--- src/rtl/matrix_frame_receiver.sv ---
// matrix_frame_receiver: deserializes the sck/srowdata/scoldata LED-matrix link into an 8x8 frame
// committed atomically once all eight rows have arrived.
module matrix_frame_receiver #(
    parameter int SYNC_STAGES  = 2,
    parameter int IDLE_TIMEOUT = 64
) (
    input  logic            clk,
    input  logic            rst,
    input  logic            en,
    input  logic            sck,
    input  logic            srowdata,
    input  logic            scoldata,
    output logic [7:0][7:0] matdata,
    output logic            frame_valid,
    output logic            row_err,
    output logic            busy
);
    localparam int IW = $clog2(IDLE_TIMEOUT + 1);
    localparam int M  = SYNC_STAGES - 1;

    typedef enum logic [1:0] {IDLE, SHIFT, DONE} word_t;

    logic [M:0]      sck_s, row_s, col_s;
    logic            sck_p, edge_q, row_d, col_d;
    logic [3:0]      cnt;
    logic [7:0]      rsh, csh, mask;
    logic [7:0][7:0] buffer;
    logic [IW-1:0]   idle;
    word_t           ws;

    always_comb ws = (cnt == 4'd0) ? IDLE : (cnt == 4'd8) ? DONE : SHIFT;

    assign busy = cnt != 4'd0;

    // The edge flag is registered so the data sample lines up one cycle behind the synced sck.
    always_ff @(posedge clk or posedge rst)
        if (rst) begin
            sck_s  <= '0;
            row_s  <= '0;
            col_s  <= '0;
            sck_p  <= 1'b0;
            edge_q <= 1'b0;
            row_d  <= 1'b0;
            col_d  <= 1'b0;
        end else begin
            sck_s  <= {sck_s[M-1:0], sck};
            row_s  <= {row_s[M-1:0], srowdata};
            col_s  <= {col_s[M-1:0], scoldata};
            sck_p  <= sck_s[M];
            edge_q <= en & sck_s[M] & ~sck_p;
            row_d  <= row_s[M];
            col_d  <= col_s[M];
        end

    always_ff @(posedge clk or posedge rst)
        if (rst) begin
            matdata     <= '0;
            frame_valid <= 1'b0;
            row_err     <= 1'b0;
            cnt         <= '0;
            rsh         <= '0;
            csh         <= '0;
            mask        <= '0;
            buffer      <= '0;
            idle        <= '0;
        end else begin
            frame_valid <= 1'b0;
            row_err     <= 1'b0;
            if (mask == 8'hFF) begin
                matdata     <= buffer;
                frame_valid <= 1'b1;
                mask        <= '0;
            end
            if (!en) begin
                cnt  <= '0;
                idle <= '0;
            end else begin
                if (ws == DONE) begin
                    if ($onehot(rsh)) begin
                        for (int i = 0; i < 8; i++)
                            if (rsh[i]) buffer[i] <= csh;
                        mask <= mask | rsh;
                    end else
                        row_err <= 1'b1;
                end
                if (edge_q) begin
                    rsh  <= {rsh[6:0], row_d};
                    csh  <= {csh[6:0], col_d};
                    cnt  <= (ws == DONE) ? 4'd1 : cnt + 4'd1;
                    idle <= '0;
                end else if (ws == DONE)
                    cnt <= '0;
                else if (ws == SHIFT) begin
                    if (idle == IW'(IDLE_TIMEOUT - 1)) begin
                        cnt  <= '0;
                        idle <= '0;
                    end else
                        idle <= idle + 1'b1;
                end
            end
        end
endmodule

--- config.mk ---
export PLATFORM = sky130hd
export DESIGN_NAME = matrix_frame_receiver
export DESIGN_NICKNAME = d
export VERILOG_FILES = /design/src/rtl/matrix_frame_receiver.sv
export SDC_FILE = /design/constraint.sdc
export NUM_CORES = 1
export LEC_CHECK = 0
export CORE_AREA = 5 5 147 107
export CTS_CLUSTER_DIAMETER = 40
export DETAILED_ROUTE_END_ITERATION = 12
export DIE_AREA = 0 0 152 112
export PLACE_DENSITY = 0.71
export SETUP_SLACK_MARGIN = 0.5
export SYNTH_ARGS = -nofsm -noshare
export SYNTH_HDL_FRONTEND = slang
export SYNTH_SLANG_ARGS = --single-unit
--- constraint.sdc ---
create_clock -name clk -period 7.61 [get_ports clk]
set_clock_uncertainty 0.15 [all_clocks]
set_input_delay 1.522 -clock clk [delete_from_list [all_inputs] [get_ports clk]]
set_output_delay 1.522 -clock clk [all_outputs]
set_load 0.1 [all_outputs]
==> impl_metrics.tcl, run 1 <==
set metrics [dict create \
    status "finished clean" \
    routed_wl_um 13600 \
    dp_hpwl_um 8720 \
    yosysTopAreaCell "dfrtp_1" \
    grt.total_usage_pct 16.5 \
    placed_cell_area_um2 7820 \
    ir_drop_v 0.000180 \
    maxCapViolCount 0 \
    drive_above_1_share_pct 32.8 \
    setup_slack_ps 3130 \
    synth_top_family_by_area "multiplexers" \
    cts_setup_buffers 0 \
    place.gp.congestion 0.807 \
    synthMuxAreaShare_pct 22.6 \
    static-leakage-power_nw 4.04 \
    post-synth-top-area-fraction_pct 63.4 \
    required_ps 7750 \
    synth_fp_nets 475 \
    hp-class "flip-flop to flip-flop" \
    end_kind "flip-flop" \
    core_area_um2 14300 \
    holdWs_ps 193 \
    synth-simple-area-share_pct 3.31 \
    fp.dieArea_um2 17000 \
    power.internal_mw 1.59 \
    fmax_ghz 0.223 \
    syn_inst 459 \
    grt_setup_unrepaired "no" \
    p_seq_share_pct 47.9 \
    place_ws_ps 3080 \
    cts-buffers-inserted 17 \
    ctsHoldBuffers 0 \
    crit_arrival_ps 4620 \
    final_util_pct 59.3 \
    grt_max_degree 116 \
    root_buffer "clkbuf_16" \
    seq_area_frac_synth_pct 63.4 \
    cts_max_level 4 \
    synth.area.top_cells "dfrtp_1 (63%), mux2_2 (22%), inv_1 (1.5%)" \
    cp-start-kind "flip-flop" \
    finalNetCount 548 \
    netlist_area_um2 6910 \
    path_clk_slew_ps 60 \
    ant_nets 0 \
    route.detailed.wl_per_inst_um 18.3 \
    grt_pass1_vias 4287 \
    avgViaCountPerCell 5.25 \
    drt-initial-drc-count 108 \
    initial_core_util_pct 48.5 \
    cts_sinks 175 \
    placed_cells 708 \
    layout_common_cells "dfrtp_1 (175), mux2_2 (138), clkdlybuf4s50_1 (72)" \
    drt_pass1_iterations 4 \
    grt.overflow.total 0 \
    p_switching_mw 0.491 \
    vias 3888 \
    synthArstFlopShare_pct 100 \
    finalInstanceArea_um2 8450 \
    power.density_nw_per_um2 247 \
    combPwrFrac_pct 7.3 \
    tns_ps 0 \
    clockPowerShare_pct 44.8 \
    synth_adder_area_share_pct 2.25 \
    clockBufferDepth 2 \
    drc_errors 0 \
    slew_viol_final 0 \
    cts_tree "built" \
    synth_edf_count 0 \
    cts_resized 0 \
    die_h_um 112 \
    finalSetupViolations 0 \
    mostFrequentLayoutCell "dfrtp_1" \
    yosysUniqueCellTypes 38 \
    final_cells 740 \
    ys.flop_type "dfrtp_1" \
    yosysWarnings 0 \
    period_share_pct 58.9 \
    insertion_delay_ps 410 \
    synth_seq_cells 175 \
    finalHoldViolations 0 \
    worstMarginPinSlew_ps 1030 \
    path_max_fanout 9 \
    total_power_mw 2.09 \
    synth-compound-area-share_pct 5.61 \
    antenna_found_initial 0 \
    slew_headroom_pct 30.9 \
    port_buffers 72 \
    synth-xor-area-share_pct 0 \
    min_period_ps 4480 \
    diodes 0 \
    core.rowCount 37 \
    grt_pass1_wl_um 22800 \
    switching_share_pct 23.5 \
    avgSynthCellArea_um2 15.1 \
    critPathKind "flip-flop to flip-flop" \
    area_growth_syn_to_layout_pct 22.3 \
    die_x_um 152 \
    ioPinCount 73 \
]
==> logic make-up after synthesis <==
group / after synthesis
DFF: 175
muxes: 139
buffers and inverters: 49
AOI/OAI and AO/OA: 45
and+or+nand+nor: 41
adders and majority gates: 10
==> per-layer routing <==
metal,GRT usage [%],part of all wire [%]
met5,0,0
met4,3.41,0.55
met1,22.7,47
met2,26.1,46
met3,5.36,6.0
==> path summary, 6_finish.rpt <==
kind	from	endpoint	slack [ps]	cells after the start
max reg2reg	rsh[1]	buffer[61]	3130	11
min	sck_s[0]	sck_s[1]	190	0
min reg2reg	sck_s[0]	sck_s[1]	190	0
min in group asynchronous	rst	col_s[0]	1570	2
max in group asynchronous	rst	buffer[3]	4360	3
max	rsh[1]	buffer[61]	3130	11
==> state kept, by name (all words and copies together), names as in the netlist <==
signal,cells
sck_s,2
rsh,8
row_d,1
mask,8
cnt,4
col_d,1
col_s,2
matdata,64
row_err,1
edge_q,1
sck_p,1
csh,8
frame_valid,1
row_s,2
buffer,64
idle,7
==> cell usage after synthesis, types with 2 or more instances <==
cell type / count
dfrtp_1: 175
mux2_2: 138
inv_1: 28
nand2_1: 14
buf_2: 8
o21ai_0: 8
a21oi_1: 7
a22oi_1: 7
buf_1: 7
o2111ai_2: 7
ha_1: 6
nand2b_1: 5
nand4_1: 5
clkbuf_1: 4
fa_1: 4
o211ai_1: 4
o31ai_1: 4
nand3_1: 3
nor2_1: 3
or4_1: 3
nor2b_1: 2
==> power by group through the flow <==
| stage | Clock [mW] | Sequential (mW) | Combinational [mW] |
|---|---|---|---|
| floorplan | 0 | 0.976 | 0.145 |
| global placement | 0 | 1.02 | 0.143 |
| CTS | 0.953 | 0.999 | 0.155 |
| detailed placement | 0 | 1.02 | 0.154 |
| finish | 0.935 | 0.998 | 0.153 |
| global route | 0.988 | 1.00 | 0.170 |
==> cell type report <==
| class | instances | area, µm² |
|---|---|---|
| inverter | 29 | 114 |
| timing repair buffer | 74 | 736 |
| sequential | 175 | 4380 |
| multi-input combinational | 235 | 2340 |
| tap | 195 | 244 |
| clock inverter | 9 | 180 |
| clock buffer | 23 | 458 |
| fill | 1119 | 5800 |
==> worst max-delay path, cell delays in order (launching register included) <==
cell and delay, ps:
dfrtp_1 400, inv_1 110, fa_1 440, fa_1 510, fa_1 420, inv_1 70
ha_1 190, inv_1 70, fa_1 440, a211o_1 350, a2111oi_4 800, mux2_2 420
Note: power is estimated with default switching activity, not from simulation.
==> inputs of run 2 (changes only) <==
Clock period 7.61 ns to 4.4 ns, I/O delays scaled along.
==> impl_metrics.tcl, run 2 (synthesis results as in run 1) <==
set metrics [dict create \
    cp-start-kind "flip-flop" \
    grt.total_usage_pct 17.2 \
    port_buffers 72 \
    power.density_nw_per_um2 442 \
    end_kind "flip-flop" \
    finalHoldViolations 0 \
    path_max_fanout 4 \
    ir_drop_v 0.000289 \
    root_buffer "clkbuf_16" \
    required_ps 4550 \
    grt_max_degree 85 \
    top_layer_used "met4" \
    route.detailed.wl_per_inst_um 19.7 \
    fmax_ghz 0.244 \
    drc_errors 0 \
    finalSetupViolations 0 \
    layout_common_cells "dfrtp_1 (174), mux2_2 (130), clkdlybuf4s50_1 (72)" \
    tns_ps 0 \
    min_path_cells 0 \
    avgViaCountPerCell 5.40 \
    clockBufferDepth 2 \
    area_growth_syn_to_layout_pct 29.6 \
    grt_pass1_wl_um 23600 \
    routed_wl_um 15200 \
    placed_cells 712 \
    cts_tree "built" \
    vias 4153 \
    core_area_um2 14300 \
    drt_pass1_iterations 4 \
    static-leakage-power_nw 4.18 \
    ctsHoldBuffers 0 \
    path_clk_slew_ps 60 \
    drt-met1-wl_um 7310 \
    place_ws_ps 208 \
    min_period_ps 4110 \
    drt-initial-drc-count 262 \
    placed_cell_area_um2 7890 \
    grt.overflow.total 0 \
    largestRegisters "buffer (64), matdata (64)" \
    cts_sinks 175 \
    mostFrequentLayoutCell "dfrtp_1" \
    ant_nets 0 \
    maxCapViolCount 0 \
    grt_pass1_vias 4289 \
    setup_slack_ps 294 \
    dp_hpwl_um 8930 \
    r2r_cells 13 \
    die_h_um 112 \
    slew_headroom_pct 20.0 \
    worstMarginPinSlew_ps 1200 \
    cts-buffers-inserted 17 \
    insertion_delay_ps 420 \
    fp.dieArea_um2 17000 \
    status "finished clean" \
    diodes 0 \
    cts_max_level 4 \
    place.gp.congestion 0.831 \
    initial_core_util_pct 48.5 \
    critPathKind "flip-flop to flip-flop" \
    drive_above_1_share_pct 39.0 \
    final_cells 769 \
    core.rowCount 37 \
    period_share_pct 93.3 \
    slew_viol_final 0 \
    die_x_um 152 \
    wl_met3_um 763 \
    antenna_found_initial 0 \
    wl_met2_um 6840 \
    finalNetCount 577 \
    hp-class "flip-flop to flip-flop" \
    grt_setup_unrepaired "yes" \
    crit_arrival_ps 4260 \
    finalInstanceArea_um2 8960 \
    ioPinCount 73 \
]
[run 2: changes by cell type in the layout (fill, tap and decap cells not counted), sizes merged]
| cell | previous run | this run |
|---|---|---|
| inv | 30 | 28 |
| bufinv | 5 | 3 |
| buf | 2 | 26 |
| clkinv | 2 | 4 |
| o211a | 1 | 2 |
| clkinvlp | 1 | 3 |
| o2111ai | 7 | 11 |
[run 2: timing repair]
action                     CTS  global route
cloned                       1             6
setup buffers                2            16
hold endpoints to repair     0             0
gates resized for setup     11            27
setup endpoints to repair   72            72
pin swaps                    2             9
[run 2: layout make-up]
type / instances / area, µm²
clock buffers: 23 / 478
fillers: 1046 / 5300
inverters: 29 / 113
well taps: 195 / 244
flip-flops and latches: 175 / 4380
multi-input cells: 240 / 2620
repair buffers: 98 / 988
clock inverters: 9 / 133
[run 2: critical path: stages, from the launching register on]
cell	delay (ps)
dfrtp_2	410
inv_2	60
fa_1	560
fa_1	450
fa_1	460
inv_2	80
ha_4	130
inv_2	40
fa_2	560
o211ai_1	180
a2111oi_4	290
buf_4	190
buf_6	130
mux2_4	300
[run 2: power breakdown]
| part | total (mW) | switching, mW | internal (mW) | leakage, nW |
|---|---|---|---|---|
| combinational | 0.684 | 0.359 | 0.325 | 1.51 |
| sequential | 1.73 | 0.0919 | 1.64 | 2.37 |
| clock | 1.54 | 0.603 | 0.940 | 0.293 |
[run 2: per-stage QoR]
stage	hold WS, ps	util, %	power, mW
finish	197	62.8	3.96
global route	203	62.8	4.10
CTS	201	60.6	3.67
detailed placement	186	55.4	2.04
global placement	183	55.4	2.03
floorplan	181	-	1.95
[run 2: path summary, 6_finish.rpt]
| kind | slack, ps | to | start |
|---|---|---|---|
| worst max-delay path | 290 | buffer[57] | rsh[0] |
| worst min-delay path | 200 | sck_s[1] | sck_s[0] |
| worst max register to register | 290 | buffer[57] | rsh[0] |
| worst min register to register | 200 | sck_s[1] | sck_s[0] |
| max in group asynchronous | 2570 | rsh[0] | rst |
| min in group asynchronous | 710 | matdata[24] | rst |
[run 2: per-layer routing]
metal  vias to the layer above  GRT usage [%]
met2                       116           25.6
met1                      2155           25.4
li1                       1860              -
met4                         0           3.77
met3                        22           5.09
met5                         -              0
